`src/rtl/counter_controller_if.sv`:
```
// Front-panel bundle between the board keys/divider tick and the counter control outputs.
// The master drives keys and tick; the slave is the controller.
interface counter_controller_if;
    logic        i_btn_start;
    logic        i_btn_load;
    logic        i_btn_dir;
    logic        i_btn_type;
    logic        i_tick;
    logic        o_set;
    logic        o_pause;
    logic        o_count;
    logic        o_type;
    logic [1:0]  o_state;
    logic [15:0] o_steps;

    modport master (
        output i_btn_start, i_btn_load, i_btn_dir, i_btn_type, i_tick,
        input  o_set, o_pause, o_count, o_type, o_state, o_steps
    );

    modport slave (
        input  i_btn_start, i_btn_load, i_btn_dir, i_btn_type, i_tick,
        output o_set, o_pause, o_count, o_type, o_state, o_steps
    );
endinterface

```
`src/rtl/counter_controller.sv`:
```
// Front-panel sequencer: debounces four active-low keys and runs the
// idle/load/run/paused state machine that drives the counter controls.
module counter_controller #(
    parameter int unsigned DebounceCycles = 500000,
    parameter int unsigned RunSteps       = 0
) (
    input  logic          i_clk,
    input  logic          i_reset,
    counter_controller_if.slave io_ctrl
);

    localparam int unsigned     CntW      = (DebounceCycles > 1) ? $clog2(DebounceCycles) : 1;
    localparam logic [CntW-1:0] CntLast   = CntW'(DebounceCycles - 1);
    localparam logic [15:0]     LastStep  = 16'(RunSteps - 1);
    localparam bit              AutoPause = (RunSteps != 0);

    localparam int BtnStart = 0;
    localparam int BtnLoad  = 1;
    localparam int BtnDir   = 2;
    localparam int BtnType  = 3;

    typedef enum logic [1:0] {
        StIdle   = 2'b00,
        StLoad   = 2'b01,
        StRun    = 2'b10,
        StPaused = 2'b11
    } state_e;

    logic [3:0]      w_btn_raw;
    logic [3:0]      r_sync1;
    logic [3:0]      r_sync2;
    logic [3:0]      r_db;
    logic [3:0]      r_db_q;
    logic [3:0]      r_press;
    logic [CntW-1:0] r_cnt [4];

    assign w_btn_raw = {io_ctrl.i_btn_type, io_ctrl.i_btn_dir,
                        io_ctrl.i_btn_load, io_ctrl.i_btn_start};

    // Debounced levels reset to released, so a key held through reset still yields one press.
    always_ff @(posedge i_clk) begin
        if (!i_reset) begin
            r_sync1 <= 4'hF;
            r_sync2 <= 4'hF;
            r_db    <= 4'hF;
            r_db_q  <= 4'hF;
            r_press <= 4'h0;
            for (int i = 0; i < 4; i++) begin
                r_cnt[i] <= '0;
            end
        end else begin
            r_sync1 <= w_btn_raw;
            r_sync2 <= r_sync1;
            r_db_q  <= r_db;
            r_press <= r_db_q & ~r_db;
            for (int i = 0; i < 4; i++) begin
                if (r_sync2[i] == r_db[i]) begin
                    r_cnt[i] <= '0;
                end else if (r_cnt[i] == CntLast) begin
                    r_cnt[i] <= '0;
                    r_db[i]  <= r_sync2[i];
                end else begin
                    r_cnt[i] <= r_cnt[i] + 1'b1;
                end
            end
        end
    end

    logic w_press_start;
    logic w_press_load;
    logic w_press_dir;
    logic w_press_type;

    assign w_press_start = r_press[BtnStart];
    assign w_press_load  = r_press[BtnLoad];
    assign w_press_dir   = r_press[BtnDir];
    assign w_press_type  = r_press[BtnType];

    state_e      r_state;
    state_e      r_target;
    logic        r_set;
    logic        r_pause;
    logic        r_count;
    logic        r_type;
    logic [15:0] r_steps;

    always_ff @(posedge i_clk) begin
        if (!i_reset) begin
            r_state  <= StIdle;
            r_target <= StRun;
            r_set    <= 1'b0;
            r_pause  <= 1'b1;
            r_count  <= 1'b1;
            r_type   <= 1'b0;
            r_steps  <= '0;
        end else begin
            if (w_press_dir) begin
                r_count <= ~r_count;
            end
            if (w_press_type) begin
                r_type <= ~r_type;
            end

            if (w_press_load && (r_state != StLoad)) begin
                r_state  <= StLoad;
                r_target <= StPaused;
                r_set    <= 1'b1;
                r_pause  <= 1'b1;
                r_steps  <= '0;
            end else begin
                case (r_state)
                    StIdle: begin
                        if (w_press_start) begin
                            r_state  <= StLoad;
                            r_target <= StRun;
                            r_set    <= 1'b1;
                            r_pause  <= 1'b1;
                            r_steps  <= '0;
                        end
                    end
                    // o_set is held until the slow counter has seen a tick.
                    StLoad: begin
                        if (io_ctrl.i_tick) begin
                            r_state <= r_target;
                            r_set   <= 1'b0;
                            r_pause <= (r_target != StRun);
                        end
                    end
                    StRun: begin
                        if (io_ctrl.i_tick && (r_steps != 16'hFFFF)) begin
                            r_steps <= r_steps + 16'd1;
                        end
                        if (w_press_start ||
                            (AutoPause && io_ctrl.i_tick && (r_steps == LastStep))) begin
                            r_state <= StPaused;
                            r_pause <= 1'b1;
                        end
                    end
                    StPaused: begin
                        if (w_press_start) begin
                            r_state <= StRun;
                            r_pause <= 1'b0;
                            r_steps <= '0;
                        end
                    end
                    default: begin
                        r_state <= StIdle;
                    end
                endcase
            end
        end
    end

    assign io_ctrl.o_set   = r_set;
    assign io_ctrl.o_pause = r_pause;
    assign io_ctrl.o_count = r_count;
    assign io_ctrl.o_type  = r_type;
    assign io_ctrl.o_state = r_state;
    assign io_ctrl.o_steps = r_steps;

endmodule

```
`src/flat_wrapper.sv`:
```
// flat-port wrapper written by rule: the top's interface ports become plain ports
module counter_controller_flat 
#(
    parameter int unsigned DebounceCycles = 500000,
    parameter int unsigned RunSteps       = 0
)
  (i_clk, i_reset, io_ctrl_i_btn_start, io_ctrl_i_btn_load, io_ctrl_i_btn_dir, io_ctrl_i_btn_type, io_ctrl_i_tick, io_ctrl_o_set, io_ctrl_o_pause, io_ctrl_o_count, io_ctrl_o_type, io_ctrl_o_state, io_ctrl_o_steps);
  counter_controller_if io_ctrl_i ();
  input  logic i_clk;
  input  logic i_reset;
  input wire logic [$bits(io_ctrl_i.i_btn_start)-1:0] io_ctrl_i_btn_start;
  input wire logic [$bits(io_ctrl_i.i_btn_load)-1:0] io_ctrl_i_btn_load;
  input wire logic [$bits(io_ctrl_i.i_btn_dir)-1:0] io_ctrl_i_btn_dir;
  input wire logic [$bits(io_ctrl_i.i_btn_type)-1:0] io_ctrl_i_btn_type;
  input wire logic [$bits(io_ctrl_i.i_tick)-1:0] io_ctrl_i_tick;
  output wire logic [$bits(io_ctrl_i.o_set)-1:0] io_ctrl_o_set;
  output wire logic [$bits(io_ctrl_i.o_pause)-1:0] io_ctrl_o_pause;
  output wire logic [$bits(io_ctrl_i.o_count)-1:0] io_ctrl_o_count;
  output wire logic [$bits(io_ctrl_i.o_type)-1:0] io_ctrl_o_type;
  output wire logic [$bits(io_ctrl_i.o_state)-1:0] io_ctrl_o_state;
  output wire logic [$bits(io_ctrl_i.o_steps)-1:0] io_ctrl_o_steps;
  assign io_ctrl_i.i_btn_start = io_ctrl_i_btn_start;
  assign io_ctrl_i.i_btn_load = io_ctrl_i_btn_load;
  assign io_ctrl_i.i_btn_dir = io_ctrl_i_btn_dir;
  assign io_ctrl_i.i_btn_type = io_ctrl_i_btn_type;
  assign io_ctrl_i.i_tick = io_ctrl_i_tick;
  assign io_ctrl_o_set = io_ctrl_i.o_set;
  assign io_ctrl_o_pause = io_ctrl_i.o_pause;
  assign io_ctrl_o_count = io_ctrl_i.o_count;
  assign io_ctrl_o_type = io_ctrl_i.o_type;
  assign io_ctrl_o_state = io_ctrl_i.o_state;
  assign io_ctrl_o_steps = io_ctrl_i.o_steps;
  counter_controller #(.DebounceCycles(DebounceCycles), .RunSteps(RunSteps)) u_core (.i_clk(i_clk), .i_reset(i_reset), .io_ctrl(io_ctrl_i));
endmodule
```
`config.mk`:
```
export PLATFORM = sky130hd
export DESIGN_NAME = counter_controller_flat
export DESIGN_NICKNAME = d
export VERILOG_FILES = /design/src/rtl/counter_controller_if.sv /design/src/rtl/counter_controller.sv /design/src/flat_wrapper.sv
export SDC_FILE = /design/constraint.sdc
export NUM_CORES = 1
export LEC_CHECK = 0
export CAP_MARGIN = 10
export CORE_MARGIN = 1
export CORE_UTILIZATION = 33
export DETAILED_ROUTE_END_ITERATION = 16
export DONT_BUFFER_PORTS = 1
export GPL_ROUTABILITY_DRIVEN = 0
export GPL_TIMING_DRIVEN = 0
export PLACE_DENSITY = 0.51
export SLEW_MARGIN = 15
export SYNTH_ARGS = -nofsm -noshare
export SYNTH_HDL_FRONTEND = slang
export SYNTH_SLANG_ARGS = --single-unit
```
`constraint.sdc`:
```
create_clock -name i_clk -period 3 [get_ports i_clk]
set_input_delay 0.6 -clock i_clk [delete_from_list [all_inputs] [get_ports i_clk]]
set_output_delay 0.6 -clock i_clk [all_outputs]
set_load 0.005 [all_outputs]
```
==> parameters.txt, run 1 <==
Parameter                              Value

Finish
  Synth-to-layout area growth    20.0%
  Fin nets    between 600 and 700
  Share of final-layout standard cells stronger than drive strength 1    under 10%
  Final standard cell area without fillers    roughly 7100 µm²
  Fillcell total    around 1700
  Total area of sequential cells    around 3100 µm²
  Area used by multi-input combinational logic    just under 3000 µm²

Critical path
  Crit path max-delay family    simple AND/OR/NAND/NOR gates
  Startpoint class of the critical path    flop
  Worst setup path start    u_core.io_ctrl.o_state[0]$_SDFFE_PN0P_
  Data required, critical path    ~3300 ps
  Worst path max stage delay    between 500 and 600 ps
  Kind of end point of the critical path    flop
  Reg-to-reg startpoint    u_core.io_ctrl.o_state[0]$_SDFFE_PN0P_
  Maximum fanout count along the critical path    10
  CP max stage cell    or4_4
  Buffers & Inverters on Critical Path    2
  Cells along the critical path    inv_1 -> ha_1 -> clkbuf_1 -> nand3b_1 -> or4_4 -> o31ai_2
  Crit path arrival time    about 2800 ps
  Critical path type    reg -> reg

Placement
  Detail Placement HPWL    slightly below 8000 µm
  PortBufs    0
  Area after detailed placement    approximately 6500 µm²

Worst hold path
  Hold path startpoint    io_ctrl_i_btn_type
  Worst min path class    in -> reg

Clock tree
  Post-CTS setup-driven buffer insertion count    0
  Clock transition time at the flip-flop clock pins of the worst setup and hold paths    ~50 ps
  TritonCTS clock tree    yes
  Cell at the root of the clock tree    clkbuf_16
  Deepest clock path buffer count    2
  Number of hold buffers added after CTS    0
  Number of clock buffers inserted by TritonCTS    17
  Clock latency on the worst-skew pair    between 400 and 500 ps
  Number of levels in the clock H-tree    4
  Clock Sinks    between 100 and 150
  Cells resized by post-CTS repair    0

Pwr
  Areal power density over the cells    around 650 nW/µm²
  Leakage component of the power    2.56 nW
  Peak VDD IR    0.000396 V

Logic synthesis
  Seq/Total Area, Yosys    53.2%
  Count of unique library cells instantiated by Yosys    53
  Syn avg cell area    roughly 10 µm²
  Post-synthesis instance area    between 5000 and 6000 µm²
  Ys async rst share    0%
  Cell types with the largest area share after synthesis    edfxtp_1 39%, dfxtp_1 15%, nor2_1 6.5%, xor2_1 5.8%, xnor2_1 5.0%
  Area share of the largest cell type after synthesis    roughly 39%
  Largest area contributor in the netlist    edfxtp_1
  Number of enable flip-flop cells after synthesis    76
  Most common flop cell mapped by yosys    edfxtp_1
  Number of synthesized register bits    between 100 and 150
  Count of mapped cells out of synthesis    a little under 600
  Number of warnings printed during yosys synthesis    0

Drt
  Routed len/inst    around 12 µm
  Total wire length after detailed routing    around 11000 µm
  Vias per Instance    about 4.6
  Total number of vias    ~4200
  Final routed DRC violation total    0
  Drt first-iter violations    roughly 250
  Pre-Repair DR Iteration Count    4
  Number of nets with antenna violations after detailed routing    0

Timing
  Actual slew at the worst max-slew pin    roughly 630 ps
  Final worst-path cycle share    about four fifths
  Setup TNS    0 ps
  Count of final hold-check violations    0
  Headroom to the max-slew limit    between 50% and 60%
  Unrepaired setup endpoints after global routing    no
  Number of setup violations in the final report    0
  Final Slew Violations    0
  Worst Skew    slightly above 8 ps
  Max Clk Rate    411 MHz
  Min Tclk post-route    2430 ps

Die
  I/O Pins    29
  Die H    approximately 140 µm
  Core Box Area    between 15000 and 20000 µm²
  Starting density of the core    about a third
  Overall die width    136 µm
  Die Area    ~18000 µm²
  Placement row count    48

Run status
  Status    finished clean

Job
  Maximum capacitance violations    0

Global route
  Overall overflow remaining after global route    0
  Number of antenna violations at the first check in global routing    1
  Overall Global Routing Usage    between 10% and 20%
  Number of global-route vias before repair    4129
  Wire length of the first global-routing pass    ~19000 µm
  Largest net degree at the start of global routing    17
-- layer usage --
layer  track usage [%]  part of all wire (%)  vias up  wire, µm
met1              16.8                    48     1987      5310
li1                  -                     -     2190         -
met5                 0                     0        -         0
met4              6.12                   1.8        0       198
met3              4.23                   3.7       15       411
met2              20.9                    47       54      5170
-- cells by family (layout without fill, tap and decap cells) --
family / after synthesis / count (layout) / share of synthesized area, %
AO/OA/AOI/OAI: 48 / 48 / 5.36
XOR/XNOR: 73 / 73 / 10.8
adder cells (fa/ha/maj): 10 / 10 / 2.12
buffers and inverters: 37 / 69 / 2.71
flip-flops: 119 / 119 / 53.2
multiplexers: 5 / 5 / 0.847
other: 1 / 77 / 0.0635
AND/OR/NAND/NOR: 293 / 293 / 24.9
-- flip-flops by register name, summed over array words and instances (netlist names) --
name,count
u_core.r_cnt,76
u_core.io_ctrl.o_steps,16
u_core.r_db,4
u_core.r_db_q,4
u_core.r_press,4
u_core.r_sync1,4
u_core.r_sync2,4
u_core.io_ctrl.o_state,2
u_core.io_ctrl.o_count,1
u_core.io_ctrl.o_pause,1
u_core.io_ctrl.o_set,1
u_core.io_ctrl.o_type,1
u_core.r_target,1
-- through the flow --
| step | worst slack, ps | hold WS [ps] | util (%) | total power (W) | std cells |
|---|---|---|---|---|---|
| after global routing | 361 | 268 | 40.7 | 0.00481 | 918 |
| after floorplan | 1030 | 386 | - | 0.00239 | 661 |
| after global placement | 562 | 391 | 37.1 | 0.00254 | 886 |
| after detailed placement | 580 | 391 | 37.1 | 0.00255 | 886 |
| final | 570 | 290 | 40.7 | 0.00460 | 919 |
| after CTS | 563 | 273 | 40.7 | 0.00465 | 918 |
-- power by group --
part | switching (W) | internal [W]
combinational | 0.000384 | 0.000219
sequential | 0.0000950 | 0.00182
clock | 0.000699 | 0.00138
-- final cells by class --
type	instances	area share (%)
plain buffers	17	1.20
clock buffers	24	7.40
inverters	20	1.06
diodes	1	0.0353
flip-flops and latches	119	44.4
multi-input cells	505	40.7
well taps	225	3.97
clock inverters	8	1.27
-- Yosys cell counts, types with 2 or more instances --
cell,number
a211oi_1,2
a21boi_0,2
a21oi_1,11
a31oi_1,5
and2_1,2
and3_1,11
and4_1,10
buf_2,5
buf_4,4
clkbuf_1,8
dfxtp_1,43
edfxtp_1,76
ha_1,10
inv_1,20
mux2i_1,5
nand2_1,48
nand2b_1,16
nand3_1,32
nand3b_1,3
nand4_1,25
nor2_1,102
nor2b_1,3
nor3_1,11
nor3b_1,4
nor4_1,9
nor4b_1,2
o21a_1,5
o21ai_0,9
or2_2,6
or4_1,3
xnor2_1,34
xor2_1,39
-- layout by cell type, fill, tap and decap left out, types with 3 or more instances in the layout --
| cell type | Yosys | routed |
|---|---|---|
| nand2_1 | 48 | 48 |
| nand3b_1 | 3 | 3 |
| dfxtp_1 | 43 | 43 |
| or4_1 | 3 | 3 |
| clkinv_2 | 0 | 6 |
| a21oi_1 | 11 | 11 |
| mux2i_1 | 5 | 5 |
| nor4_1 | 9 | 9 |
| xnor2_1 | 34 | 34 |
| nand4_1 | 25 | 25 |
| conb_1 | 1 | 76 |
| and3_1 | 11 | 11 |
| buf_2 | 5 | 5 |
| edfxtp_1 | 76 | 76 |
| inv_1 | 20 | 20 |
| xor2_1 | 39 | 39 |
| o21a_1 | 5 | 5 |
| clkbuf_1 | 8 | 10 |
| nor2_1 | 102 | 102 |
| nor3_1 | 11 | 11 |
| nand3_1 | 32 | 32 |
| ha_1 | 10 | 10 |
| o21ai_0 | 9 | 9 |
| nor2b_1 | 3 | 3 |
| clkbuf_8 | 0 | 3 |
| buf_4 | 4 | 4 |
| clkbuf_16 | 0 | 19 |
| nor3b_1 | 4 | 4 |
| a31oi_1 | 5 | 5 |
| nand2b_1 | 16 | 16 |
| and4_1 | 10 | 10 |
| or2_2 | 6 | 6 |
-- final timing paths --
check                                            endpoint  slack, ps  cells past startpoint
setup / recovery  u_core.io_ctrl.o_steps[15]$_SDFFE_PP0P_        570                      6
hold reg to reg              u_core.r_sync2[1]$_SDFF_PN1_        400                      1
hold / removal               u_core.r_sync1[3]$_SDFF_PN1_        290                      1
setup reg to reg  u_core.io_ctrl.o_steps[15]$_SDFFE_PP0P_        570                      6
Power figures use the tool's default switching activity.
==> run 2: changes to the inputs <==
--- a/config.mk
+++ b/config.mk
@@ -12,7 +12,7 @@
 export DONT_BUFFER_PORTS = 1
 export GPL_ROUTABILITY_DRIVEN = 0
 export GPL_TIMING_DRIVEN = 0
-export PLACE_DENSITY = 0.51
+export PLACE_DENSITY = 0.52
 export SLEW_MARGIN = 15
 export SYNTH_ARGS = -nofsm -noshare
 export SYNTH_HDL_FRONTEND = slang
==> constraint.sdc (replaced) <==
create_clock -name i_clk -period 2.08 [get_ports i_clk]
set_input_delay 0.416 -clock i_clk [delete_from_list [all_inputs] [get_ports i_clk]]
set_output_delay 0.416 -clock i_clk [all_outputs]
set_load 0.005 [all_outputs]
==> parameters.txt, run 2 (synthesis gave the netlist of run 1 again) <==
Parameter                              Value

Critical path
  CP max stage cell    or4_4
  Worst path max stage delay    approximately 530 ps
  Critical path type    reg -> reg
  Crit path arrival time    approximately 2300 ps
  Reg-to-reg startpoint    u_core.io_ctrl.o_state[1]$_SDFFE_PP0P_
  Crit path max-delay family    simple AND/OR/NAND/NOR gates
  Kind of end point of the critical path    flop
  Cell depth of the worst flop-to-flop path    6
  Maximum fanout count along the critical path    10
  Buffers & Inverters on Critical Path    2
  Startpoint class of the critical path    flop
  Data required, critical path    roughly 2400 ps
  Worst setup path start    u_core.io_ctrl.o_state[1]$_SDFFE_PP0P_
  Crit path depth    6
  Cells along the critical path    inv_1 -> ha_1 -> buf_2 -> nand3b_1 -> or4_4 -> o31ai_2

Timing
  Unrepaired setup endpoints after global routing    yes
  Min Tclk post-route    1960 ps
  Setup TNS    0 ps
  Smallest setup slack after layout    115 ps
  Number of setup violations in the final report    0
  Final worst-path cycle share    a little over nine tenths
  Count of final hold-check violations    0
  Max Clk Rate    between 500 and 600 MHz
  Worst Skew    5.06 ps
  Headroom to the max-slew limit    ~57%
  Actual slew at the worst max-slew pin    642 ps
  Final Slew Violations    0
  Final-layout worst hold slack    101 ps

Clock tree
  Number of hold buffers added after CTS    0
  Deepest clock path buffer count    2
  Clock transition time at the flip-flop clock pins of the worst setup and hold paths    roughly 50 ps
  Number of levels in the clock H-tree    4
  Number of clock buffers inserted by TritonCTS    17
  TritonCTS clock tree    yes
  Cell at the root of the clock tree    clkbuf_16
  Clock Sinks    between 100 and 150
  Clock latency on the worst-skew pair    roughly 420 ps

Finish
  Final core utilization    42.5%
  Max reg flops    between 70 and 80
  Most frequent cells in the layout    102 x nor2_1, 76 x edfxtp_1, 76 x conb_1
  Largest register by flop count    u_core.r_cnt
  Most frequent standard cell in the layout excluding fill and tap cells    nor2_1
  Final standard cell area without fillers    7390 µm²
  Share of final-layout standard cells stronger than drive strength 1    approximately 12%
  Fin nets    717
  Synth-to-layout area growth    25.2%

Die
  Overall die width    between 100 and 150 µm
  Starting density of the core    between 30% and 40%
  Die Area    18400 µm²
  I/O Pins    29
  Die H    136 µm
  Core Box Area    17400 µm²
  Placement row count    48

Worst hold path
  Min-Delay Path Depth    1
  Hold path startpoint    io_ctrl_i_btn_start
  Worst min path class    in -> reg

Drt
  Total wire length after detailed routing    between 10000 and 15000 µm
  Pre-Repair DR Iteration Count    4
  Final routed DRC violation total    0
  Number of nets with antenna violations after detailed routing    0
  Total number of vias    ~4300
  Routed len/inst    approximately 12 µm
  Drt first-iter violations    around 210
  Vias per Instance    4.62

Global route
  Largest net degree at the start of global routing    17
  Number of global-route vias before repair    roughly 4100
  Overall Global Routing Usage    13.6%
  Number of antenna violations at the first check in global routing    1
  Wire length of the first global-routing pass    a little under 20000 µm
  Overall overflow remaining after global route    0

Run status
  Status    finished clean

Pwr
  Leakage component of the power    2.73 nW
  Areal power density over the cells    923 nW/µm²
  Peak VDD IR    roughly 0.00056 V

Job
  Maximum capacitance violations    0

Placement
  PortBufs    0
  Worst setup slack before clock tree synthesis    -376 ps
  Area after detailed placement    around 6500 µm²
  Detail Placement HPWL    7900 µm
## run 2: path summary, 6_finish.rpt
kind                                                                end  slack, ps
worst max register to register  u_core.io_ctrl.o_steps[15]$_SDFFE_PP0P_        120
worst max-delay path            u_core.io_ctrl.o_steps[15]$_SDFFE_PP0P_        120
worst min register to register             u_core.r_sync2[0]$_SDFF_PN1_        400
worst min-delay path                       u_core.r_sync1[0]$_SDFF_PN1_        100
## run 2: worst register-to-register path: stages (launching register included)
cell	delay, ps
dfxtp_2	380
inv_1	110
ha_1	300
buf_2	220
nand3b_1	170
or4_4	530
o31ai_2	180
## run 2: timing repair
| action | CTS | global route |
|---|---|---|
| setup buffers | 6 | 16 |
| resized for setup | 12 | 23 |
| endpoints found under the setup margin | 68 | 72 |
| pin swaps | 3 | 6 |
| hold endpoints to repair | 0 | 0 |
## run 2: through the flow
step                      power, W  cells
after global placement     0.00366    886
after detailed placement   0.00367    886
after global routing       0.00713    938
after CTS                  0.00685    924
final                      0.00683    939
after floorplan            0.00344    661
## run 2: report_power, final
group,internal (W),switching [W]
Combinational,0.000383,0.000585
Sequential,0.00263,0.000136
Clock,0.00208,0.00101
Total,0.00510,0.00173
## run 2: layer usage
metal | track usage (%) | vias up | share of wire [%]
met2 | 21.7 | 56 | 48
met5 | 0 | - | 0
met3 | 4.38 | 22 | 4.0
met1 | 16.3 | 2034 | 46
met4 | 7.05 | 0 | 1.9
li1 | - | 2230 | -
## run 2: cell type report
class	count	area [µm²]
Clock inverter	4	45.0
Clock buffer	28	602
Timing Repair Buffer	22	165
Sequential cell	119	3150
Tap cell	225	282
Buffer	15	103
Inverter	20	75.1
Multi-Input combinational cell	505	2970
Fill cell	1687	10000
Antenna cell	1	2.50
==> run 3: changes to the inputs <==
--- a/config.mk
+++ b/config.mk
@@ -5,7 +5,6 @@
 export SDC_FILE = /design/constraint.sdc
 export NUM_CORES = 1
 export LEC_CHECK = 0
-export CAP_MARGIN = 10
 export CORE_MARGIN = 1
 export CORE_UTILIZATION = 33
 export DETAILED_ROUTE_END_ITERATION = 16
==> results of run 3 <==
Same layout as run 2: the final DEF is identical, and so are final timing and power.
